$ cat config.mk
export PLATFORM = sky130hd
export DESIGN_NAME = mda_vram_arbiter
export DESIGN_NICKNAME = d
export VERILOG_FILES = /design/src/rtl/mda_vram_arbiter.sv
export SDC_FILE = /design/constraint.sdc
export NUM_CORES = 1
export LEC_CHECK = 0
export ABC_CLOCK_PERIOD_IN_PS = 3500
export CAP_MARGIN = 25
export CELL_PAD_IN_SITES_DETAIL_PLACEMENT = 0
export CELL_PAD_IN_SITES_GLOBAL_PLACEMENT = 1
export CORE_ASPECT_RATIO = 1.4
export CORE_UTILIZATION = 36
export DETAILED_ROUTE_END_ITERATION = 16
export PLACE_DENSITY_LB_ADDON = 0.12
export SYNTH_ARGS = -nofsm -noshare
export SYNTH_HDL_FRONTEND = slang
export SYNTH_SLANG_ARGS = --single-unit
$ cat constraint.sdc
create_clock -name clk -period 3.5 [get_ports clk]
set_input_delay 0.7 -clock clk [delete_from_list [all_inputs] [get_ports clk]]
set_output_delay 0.7 -clock clk [all_outputs]
set_load 0.05 [all_outputs]
$ cat src/rtl/mda_vram_arbiter.sv
// mda_vram_arbiter: shares the video SRAM between display pixel fetches and
// ISA host memory cycles. Pixel reads always own the bus; a host access is
// captured, held pending and run only inside sequencer ISA windows, with
// isa_rdy stretching the host until the access completes or times out.
module mda_vram_arbiter #(
    parameter int unsigned ACC_CYCLES = 3,
    parameter int unsigned WAIT_MAX   = 255
) (
    input  logic        clk,
    input  logic        reset,
    input  logic        pixel_read,
    input  logic [18:0] pixel_addr,
    input  logic        isa_op_enable,
    input  logic        isa_read,
    input  logic        isa_write,
    input  logic [18:0] isa_addr,
    input  logic [7:0]  isa_din,
    input  logic [7:0]  ram_din,
    output logic [18:0] ram_a,
    output logic [7:0]  ram_dout,
    output logic        ram_oe,
    output logic        ram_we_l,
    output logic [7:0]  pixel_data,
    output logic [7:0]  isa_dout,
    output logic        isa_rdy,
    output logic        timeout
);

    localparam int unsigned PW = $clog2(ACC_CYCLES);
    localparam int unsigned WW = ($clog2(WAIT_MAX + 1) > 8) ? $clog2(WAIT_MAX + 1) : 8;
    localparam logic [PW-1:0] PhLast   = PW'(ACC_CYCLES - 1);
    localparam logic [WW-1:0] WaitLast = WW'(WAIT_MAX - 1);

    typedef enum logic [1:0] {StIdle, StPending, StAccess, StDone} state_e;

    state_e        state_q, state_d;
    logic [PW-1:0] phase_q, phase_d;
    logic [WW-1:0] wait_q, wait_d;
    logic [18:0]   addr_q, addr_d, ram_a_q;
    logic [7:0]    din_q, din_d, dout_q, dout_d, pix_q;
    logic          wr_q, wr_d, rdy_q, rdy_d, to_q, to_d, strb_q;
    logic          strobe, window, drive;

    assign strobe = isa_read | isa_write;
    assign window = isa_op_enable & ~pixel_read;
    // Host owns the pins only in an unpreempted ACCESS cycle of a live bus cycle.
    assign drive  = (state_q == StAccess) & window & strobe & ~reset;

    // State and datapath registers.
    always_ff @(posedge clk) begin
        if (reset) begin
            state_q <= StIdle;
            phase_q <= '0;
            wait_q  <= '0;
            addr_q  <= '0;
            din_q   <= '0;
            dout_q  <= '0;
            wr_q    <= 1'b0;
            rdy_q   <= 1'b1;
            to_q    <= 1'b0;
            strb_q  <= 1'b0;
            pix_q   <= '0;
            ram_a_q <= '0;
        end else begin
            state_q <= state_d;
            phase_q <= phase_d;
            wait_q  <= wait_d;
            addr_q  <= addr_d;
            din_q   <= din_d;
            dout_q  <= dout_d;
            wr_q    <= wr_d;
            rdy_q   <= rdy_d;
            to_q    <= to_d;
            strb_q  <= strobe;
            ram_a_q <= ram_a;
            if (pixel_read) begin
                pix_q <= ram_din;
            end
        end
    end

    // Next-state: capture, windowed access, preemption, abort and timeout.
    always_comb begin
        state_d = state_q;
        phase_d = phase_q;
        wait_d  = rdy_q ? '0 : wait_q + 1'b1;
        addr_d  = addr_q;
        din_d   = din_q;
        dout_d  = dout_q;
        wr_d    = wr_q;
        rdy_d   = rdy_q;
        to_d    = 1'b0;
        case (state_q)
            StIdle: begin
                if (strobe & ~strb_q) begin
                    addr_d  = isa_addr;
                    din_d   = isa_din;
                    wr_d    = isa_write;  // simultaneous rise counts as a write
                    rdy_d   = 1'b0;
                    state_d = StPending;
                end
            end
            StPending: begin
                if (window) begin
                    state_d = StAccess;
                    phase_d = '0;
                end
            end
            StAccess: begin
                if (!window) begin
                    state_d = StPending;  // whole access is retried later
                end else if (phase_q == PhLast) begin
                    if (!wr_q) begin
                        dout_d = ram_din;
                    end
                    rdy_d   = 1'b1;
                    state_d = StDone;
                end else begin
                    phase_d = phase_q + 1'b1;
                end
            end
            StDone: begin
                if (!strobe) begin
                    state_d = StIdle;
                end
            end
            default: state_d = StIdle;
        endcase
        if (state_q == StPending || state_q == StAccess) begin
            if (!strobe) begin
                state_d = StIdle;
                rdy_d   = 1'b1;
                dout_d  = dout_q;
            end else if (wait_q == WaitLast && state_d != StDone) begin
                // A completing access on the last allowed cycle beats the timeout.
                state_d = StDone;
                rdy_d   = 1'b1;
                to_d    = 1'b1;
            end
        end
    end

    // SRAM bus steering: pixel fetch first, then host access, else hold address.
    always_comb begin
        ram_a = ram_a_q;
        if (pixel_read) begin
            ram_a = pixel_addr;
        end else if (state_q == StAccess) begin
            ram_a = addr_q;
        end
    end

    assign ram_oe     = drive & wr_q;
    assign ram_we_l   = ~(drive & wr_q & (phase_q != '0) & (phase_q != PhLast));
    assign ram_dout   = din_q;
    assign pixel_data = pix_q;
    assign isa_dout   = dout_q;
    assign isa_rdy    = rdy_q;
    assign timeout    = to_q;

endmodule

== Word level (Yosys, flattened, before mapping) ==
Index checks and enable logic that the tools add are counted.

* Bits in registers: 78

* Eq/ne operators: 11
* Bitwise gates (word level): 15
* Multiplexer cells: 29
* Add/subtract/negate cells: 2
* Reductions and logical operators: 9

{| class="wikitable"
|+ Operators with widths
! operator !! count
|-
| $mux W8 || 6
|-
| $mux W19 || 2
|-
| $mux W2 || 11
|-
| $ne A2 B2 Y1 const B || 6
|-
| $add A8 B1 Y8 const B || 1
|-
| $and A1 B1 Y1 || 8
|-
| $eq A8 B8 Y1 const B || 1
|-
| $pmux W2 S4 || 1
|-
| $mux W1 || 7
|-
| $eq A2 B2 Y1 const B || 3
|-
| $not A1 Y1 || 6
|-
| $pmux W2 S2 || 1
|-
| $reduce_and A4 Y1 || 1
|-
| $reduce_bool A2 Y1 || 2
|-
| $reduce_or A3 Y1 || 1
|-
| $add A2 B1 Y2 const B || 1
|-
| $eq A2 B1 Y1 const B || 1
|-
| $logic_not A2 Y1 || 1
|-
| $pmux W1 S2 || 1
|-
| $reduce_and A2 Y1 || 1
|-
| $reduce_or A2 Y1 || 1
|-
| $logic_and A1 B1 Y1 || 1
|-
| $logic_or A1 B1 Y1 || 1
|-
| $or A1 B1 Y1 || 1
|}

== Depth between registers and ports, before layout ==
Gate-level depths: netlist of the first run.

* Word-level depth: 9
* Mapped depth: 8
* Mapped depth without buffers: 6

== Least setup slack after synthesis of the first run ==
Ideal clock, no wire load.

* Path type: input to output
* From: input port reset
* To: output port ram_we_l
* Cell stages on the path: 3
* Data required time: 2.800 ns
* Setup slack: -0.660 ns
* Path buffers: 1
* Arrival: 3.460 ns
* Path through: clkbuf_1 nor4b_1 nand2_1

* Longest elaborated chain between the ends: 6

{| class="wikitable"
|+ Ends and longest elaborated chain
! item !! line !! source
|-
| start, declared || 10 || <nowiki>input logic reset,</nowiki>
|-
| $not A1 Y1 || 47 || <nowiki>assign drive = (state_q == StAccess) & window & strobe & ~reset;</nowiki>
|-
| $and A1 B1 Y1 || 47 ||
|-
| $and A1 B1 Y1 || n/a ||
|-
| via ram_oe || 21 || <nowiki>output logic ram_oe,</nowiki>
|-
| $and A1 B1 Y1 (2 in a row) || 154 || <nowiki>assign ram_we_l = ~(drive & wr_q & (phase_q != '0) & (phase_q != PhLast));</nowiki>
|-
| $not A1 Y1 || 154 ||
|-
| end, declared || 22 || <nowiki>output logic ram_we_l,</nowiki>
|}

The timed path passes the listed nets, and every way through them passes these cells.

== Worst setup path in the final report of the first run ==
* From: register state_q[0]
* To: output port ram_a[10]

* Longest elaborated chain between the ends: 3

{| class="wikitable"
|+ Ends and longest elaborated chain
! item !! line !! source
|-
| start, declared || 36 || <nowiki>state_e state_q, state_d;</nowiki>
|-
| start signal, assigned || 52 || <nowiki>state_q <= StIdle;</nowiki>
|-
| start signal, assigned || 65 || <nowiki>state_q <= state_d;</nowiki>
|-
| $eq A2 B2 Y1 || 148 || <nowiki>end else if (state_q == StAccess) begin</nowiki>
|-
| $mux W19 || 148 ||
|-
| $mux W19 || 146 || <nowiki>if (pixel_read) begin</nowiki>
|-
| end, declared || 19 || <nowiki>output logic [18:0] ram_a,</nowiki>
|}

Every way passes these cells.

==> flow_metrics.py, run 1 <==
metrics = {
    "sta": {
        "slew_headroom_pct": 45.1,
        "worstMarginPinSlew_ns": 0.824,
        "period_share_pct": 92.6,
        "clock.fmax_ghz": 0.309,
        "setup_viol": 0,
        "final_hold_viol_count": 0,
        "clock_skew_ns": 0.00582,
        "hold_ws_ns": 0.453,
        "rsz0062_at_grt": "false",
        "fin_crit_ns": 3.24,
        "fin_setup_tns_ns": 0,
        "slew_violations": 0,
    },
    "clock_network": {
        "clock_sinks": 78,
        "post_cts_buffers": 0,
        "clock_latency_ns": 0.33,
        "htree_levels": 3,
        "cts-root-buf": "clkbuf_16",
        "cts_tree": "done",
        "clockBufferDepth": 2,
        "path_clk_slew_ns": 0.06,
        "cts_made_buffers": 9,
    },
    "final_layout": {
        "final_nets": 542,
        "postLayoutCellArea_um2": 4740,
        "area_growth_syn_to_layout_pct": 44.9,
        "drive_above_1_share_pct": 8.35,
        "num_antenna_cells": 0,
        "fin_util_pct": 54.5,
        "nFillCells": 845,
    },
    "synth": {
        "synth_top_family_by_area": "simple AND/OR/NAND/NOR gates",
        "synth_nets": 442,
        "yosys_register_bits": 78,
        "synthSimpleGateAreaFrac_pct": 20.4,
        "synthMuxAreaShare_pct": 11.0,
        "synth-compound-area-share_pct": 12.6,
        "ys_top_cells_by_area": "dfxtp_1 (48%), mux2i_1 (11%), nand2_1 (9.2%)",
        "synth-edff-count": 0,
        "synth_fa_ha_area_share_pct": 3.06,
        "post-synth-top-count-cell": "nand2_1",
        "async_flop_share_pct": 0,
        "mappedNetlistArea_um2": 3270,
        "synth_xor_area_share_pct": 1.07,
        "synth_cells": 374,
        "yosysTopAreaCell": "dfxtp_1",
        "syn_avg_cell_area_um2": 8.75,
        "yosysSeqAreaShare_pct": 47.7,
        "synth-main-ff-cell": "dfxtp_1",
        "synth.top_cell.area_share_pct": 47.7,
        "synth_cell_types": 40,
        "synthTopCellsByCount": "nand2_1 (80), dfxtp_1 (78), mux2i_1 (35)",
        "yosys_warnings": 0,
    },
    "flow_run": {
        "drv_cap": 0,
    },
    "die": {
        "dieHeight_um": 115,
        "die_x_um": 82.6,
        "die_area_um2": 9480,
        "num_io_pins": 107,
        "coreArea_um2": 8710,
        "start_util_pct": 37.6,
        "rows": 40,
    },
    "power_and_ir_drop": {
        "p_leak_uw": 0.00177,
        "ir_drop_mv": 0.306,
        "p_total_uw": 2380,
        "p_per_area_nw_per_um2": 502,
    },
    "setup_path": {
        "worstPathArrival_ns": 2.54,
        "criticalPathCategory": "reg -> out",
        "required_ns": 2.80,
        "start_kind": "flop",
        "crit_fanout": 16,
        "endpoint_kind": "primary output",
    },
    "placement": {
        "portBuffers": 106,
        "gp_congestion": 0.743,
        "detailed_place_hpwl_um": 5240,
        "postPlaceCellArea_um2": 4400,
    },
    "worst_hold_path": {
        "hold_path_class": "reg -> reg",
    },
    "global_routing": {
        "grt_max_degree": 71,
        "grt_pass1_vias": 2695,
        "antenna_found_initial": 0,
        "grt_remaining_overflow": 0,
        "grt_pass1_wl_um": 12600,
        "grtUsageTotal_pct": 17.7,
    },
    "detailed_routing": {
        "drc_errors": 0,
        "first_iter_violations": 106,
        "ant_nets": 0,
        "routedWlPerCell_um": 13.6,
        "drt-pass1-iter-count": 4,
        "vias": 2842,
        "totalWireLength_um": 7930,
        "viasPerCell": 4.87,
    },
    "status": {
        "status": "finished clean",
    },
}
layout make-up:
class                   instances  area [um^2]  share of cell area, %
flip-flops and latches         78         1560                   32.9
well taps                     105          131                   2.77
repair buffers                113         1100                   23.3
inverters                       6         25.0                  0.528
clock buffers                  10          239                   5.04
multi-input cells             266         1600                   33.7
clock inverters                 6         85.1                   1.79
through the flow:
stage / instances / setup WS (ns)
CTS: 584 / 0.0638
global placement: 568 / 0.310
finish: 584 / 0.260
floorplan: 374 / 0.296
global route: 584 / 0.0958
detailed placement: 568 / 0.307
metal layers:
layer | GRT usage, % | up-vias | share of wire [%]
met3 | 6.27 | 12 | 7.2
met1 | 20.0 | 1298 | 43
li1 | - | 1455 | -
met2 | 30.1 | 77 | 48
met5 | 0 | - | 0
met4 | 6.44 | 0 | 1.4
critical path, cell delays in order, from the launching register on:
cell,delay (ns)
dfxtp_1,0.45
inv_1,0.13
ha_4,0.27
buf_4,0.19
mux2i_1,0.11
o21ai_0,0.21
clkdlybuf4s50_1,0.85
sequential cells by signal, summed over array words and instances, names as in the netlist, 2 cells and up:
| register | cells |
|---|---|
| ram_a_q | 19 |
| pixel_data | 8 |
| isa_dout | 8 |
| ram_dout | 8 |
| wait_q | 8 |
| phase_q | 2 |
| addr_q | 19 |
| state_q | 2 |
path summary, 6_finish.rpt:
| path | slack, ns | startpoint | cells past startpoint | endpoint |
|---|---|---|---|---|
| worst max-delay path | 0.26 | state_q[0] | 6 | ram_a[10] |
| worst min-delay path | 0.45 | addr_q[12] | 2 | addr_q[12] |
| worst max register to register | 1.41 | state_q[0] | 7 | isa_rdy |
| worst min register to register | 0.45 | addr_q[12] | 2 | addr_q[12] |
power by group:
part | internal, uW | switching [uW]
logic | 173 | 251
registers | 939 | 25.7
clock network | 641 | 354
total | 1750 | 630
kinds of logic (layout without fill, tap and decap cells):
logic type               count (synthesis)  after routing
XOR/XNOR                                 4              4
multiplexers                            36             36
flip-flops                              78             78
AO/OA/AOI/OAI                           70             70
adder cells (fa/ha/maj)                  8              8
buffers and inverters                   30            135
AND/OR/NAND/NOR                        148            148
placed cells by master, fill, tap and decap left out, types with 2 or more instances in the layout:
cell / count
nand4_1: 2
clkinvlp_4: 2
buf_2: 2
nand2_1: 80
dlymetal6s2s_1: 2
nor3b_1: 2
a21oi_1: 34
nand3_1: 3
nor2_1: 29
or3_1: 2
nor2_2: 2
ha_1: 7
nor2b_1: 20
o21ai_0: 23
mux2i_1: 35
buf_4: 9
clkbuf_16: 9
clkinv_2: 2
a21o_1: 2
clkdlybuf4s50_1: 100
inv_1: 5
bufinv_16: 2
xor2_1: 3
dfxtp_1: 78
a22oi_1: 2
or2_2: 3
what timing repair did:
item,4_1_cts,5_1_grt
hold buffers,0,0
endpoints found under the setup margin,0,6
resized for setup,0,3
(Power assumes the default switching activity.)
==> inputs of run 2 (changes only) <==
--- a/config.mk
+++ b/config.mk
@@ -13,6 +13,7 @@
 export CORE_UTILIZATION = 36
 export DETAILED_ROUTE_END_ITERATION = 16
 export PLACE_DENSITY_LB_ADDON = 0.12
+export SLEW_MARGIN = 20
 export SYNTH_ARGS = -nofsm -noshare
 export SYNTH_HDL_FRONTEND = slang
 export SYNTH_SLANG_ARGS = --single-unit
==> results of run 2 <==
Final layout, timing and power as in run 1 (identical DEF).
==> inputs of run 3 (changes only) <==
--- a/config.mk
+++ b/config.mk
@@ -10,7 +10,7 @@
 export CELL_PAD_IN_SITES_DETAIL_PLACEMENT = 0
 export CELL_PAD_IN_SITES_GLOBAL_PLACEMENT = 1
 export CORE_ASPECT_RATIO = 1.4
-export CORE_UTILIZATION = 36
+export CORE_UTILIZATION = 30
 export DETAILED_ROUTE_END_ITERATION = 16
 export PLACE_DENSITY_LB_ADDON = 0.12
 export SLEW_MARGIN = 20
==> run 3 against run 2 <==
  * Sequential power is essentially flat
  * Global-route usage decreased by 2.2 points
  * Clock skew rose by 0.00055 ns
  * Worst hold slack improved by 0.0012 ns
  * Via count rose by 1.3%
  * First-iteration DRC count down 37%
  * Cell area increased by 4.1%
  * Maximum frequency is 7.4% higher
  * Die area up 20%
  * Critical path type unchanged
  * Highest routed layer unchanged
==> flow_metrics.py, run 3 (synthesis gave the netlist of run 1 again) <==
metrics = {
    "status": {
        "status": "finished clean",
    },
    "die": {
        "dieHeight_um": 126,
        "die_area_um2": 11300,
        "die_x_um": 90.3,
        "num_io_pins": 107,
        "start_util_pct": 31.1,
        "rows": 44,
        "coreArea_um2": 10500,
    },
    "detailed_routing": {
        "routedWlPerCell_um": 13.6,
        "viasPerCell": 4.68,
        "drc_errors": 0,
        "vias": 2880,
        "first_iter_violations": 67,
        "totalWireLength_um": 8350,
        "highest_layer": "met4",
        "wl_met1_um": 3770,
        "wl_met3_um": 359,
        "drt-pass1-iter-count": 4,
        "ant_nets": 0,
        "wl_met2_um": 4040,
    },
    "final_layout": {
        "layout_common_cells": "clkdlybuf4s50_1 (83), nand2_1 (80), dfxtp_1 (78), mux2i_1 (35), a21oi_1 (34)",
        "layout_commonest_cell": "clkdlybuf4s50_1",
        "num_antenna_cells": 0,
        "reg_top3": "addr_q: 19 flops, ram_a_q: 19 flops",
        "area_growth_syn_to_layout_pct": 50.8,
        "nFillCells": 1056,
        "fin_util_pct": 47.0,
        "final_nets": 541,
        "drive_above_1_share_pct": 11.5,
    },
    "global_routing": {
        "grt_pass1_wl_um": 14000,
        "grtUsageTotal_pct": 15.5,
        "grt_remaining_overflow": 0,
        "grt_pass1_vias": 2797,
        "grt_max_degree": 71,
        "antenna_found_initial": 0,
    },
    "power_and_ir_drop": {
        "swShare_pct": 26.8,
        "combPwrFrac_pct": 19.8,
        "ir_drop_mv": 0.234,
        "p_leak_uw": 0.00184,
        "power_frac_seq_pct": 40.8,
        "p_int_uw": 1730,
        "switchingPower_uw": 633,
        "clkPwrFrac_pct": 39.4,
        "p_per_area_nw_per_um2": 479,
    },
    "clock_network": {
        "htree_levels": 3,
        "cts_resized": 0,
        "cts-root-buf": "clkbuf_16",
        "hold_buffers": 0,
        "path_clk_slew_ns": 0.06,
        "post_cts_buffers": 0,
        "cts_tree": "done",
        "clock_latency_ns": 0.33,
        "clockBufferDepth": 2,
        "clock_sinks": 78,
        "cts_made_buffers": 9,
    },
    "flow_run": {
        "drv_cap": 0,
    },
    "sta": {
        "clock_skew_ns": 0.00637,
        "hold_ws_ns": 0.454,
        "fin_setup_tns_ns": 0,
        "setup_viol": 0,
        "period_share_pct": 86.2,
        "slew_headroom_pct": 49.9,
        "slew_violations": 0,
        "worstMarginPinSlew_ns": 0.751,
        "final_hold_viol_count": 0,
        "rsz0062_at_grt": "false",
        "fin_crit_ns": 3.02,
        "clock.fmax_ghz": 0.332,
    },
    "setup_path": {
        "start_kind": "flop",
        "required_ns": 2.80,
        "criticalPathCategory": "reg -> out",
        "crit_fanout": 20,
        "rr_worst_depth": 6,
        "ff2ff_setup_slack_ns": 1.47,
        "worst_r2r_endpoint": "ram_a_q[16]",
        "worstPathArrival_ns": 2.32,
        "endpoint_kind": "primary output",
        "r2r-start": "state_q[0]",
    },
    "worst_hold_path": {
        "hp-start": "ram_dout[4]",
        "min_delay_path_depth": 2,
        "hold_path_class": "reg -> reg",
        "min_to": "ram_dout[4]",
    },
    "placement": {
        "detailed_place_hpwl_um": 5610,
        "portBuffers": 106,
        "gp_congestion": 0.777,
    },
}
run 3: layer usage:
layer | vias to the layer above | track usage [%]
met4 | 0 | 7.69
met1 | 1348 | 18.5
li1 | 1446 | -
met3 | 12 | 2.92
met5 | - | 0
met2 | 74 | 26.5
run 3: through the flow:
stage,std cells,area [um^2],power [uW],worst slack [ns]
final,615,4940,2370,0.484
after global routing,615,4940,2470,0.313
after CTS,615,4940,2410,0.434
after detailed placement,600,4640,1460,0.662
after global placement,600,4640,1450,0.700
after floorplan,374,3280,1240,0.296
run 3: worst max-delay path, stage by stage, from the launching register on:
cell,delay (ns)
dfxtp_1,0.37
inv_1,0.10
ha_1,0.35
buf_4,0.41
mux2i_1,0.12
o21ai_0,0.42
buf_12,0.20
run 3: how the worst max path moves through the flow:
stage	start	endpoint	slack, ns	cells after the start
2_1_floorplan	reset	ram_we_l	0.30	3
3_3_place_gp	isa_op_enable	ram_we_l	0.70	5
3_5_place_dp	isa_op_enable	ram_we_l	0.66	5
4_1_cts	state_q[0]	ram_a[16]	0.43	6
5_1_grt	state_q[0]	ram_a[9]	0.31	6
6_report	state_q[0]	ram_a[16]	0.48	6
run 3: cell type report:
cell class | count | area (um^2) | share of cell area, %
clock buffers | 12 | 256 | 5.20
clock inverters | 3 | 43.8 | 0.887
inverters | 6 | 25.0 | 0.507
multi-input cells | 266 | 1580 | 32.1
flip-flops and latches | 78 | 1560 | 31.6
well taps | 138 | 173 | 3.50
repair buffers | 112 | 1290 | 26.2
run 3: power by group through the flow:
| stage | clock network [uW] | registers (uW) | logic (uW) |
|---|---|---|---|
| 6_report | 932 | 965 | 469 |
| 5_1_grt | 996 | 971 | 505 |
| 4_1_cts | 963 | 965 | 477 |
| 3_5_place_dp | 0 | 984 | 475 |
| 3_3_place_gp | 0 | 982 | 472 |
| 2_1_floorplan | 0 | 1030 | 209 |
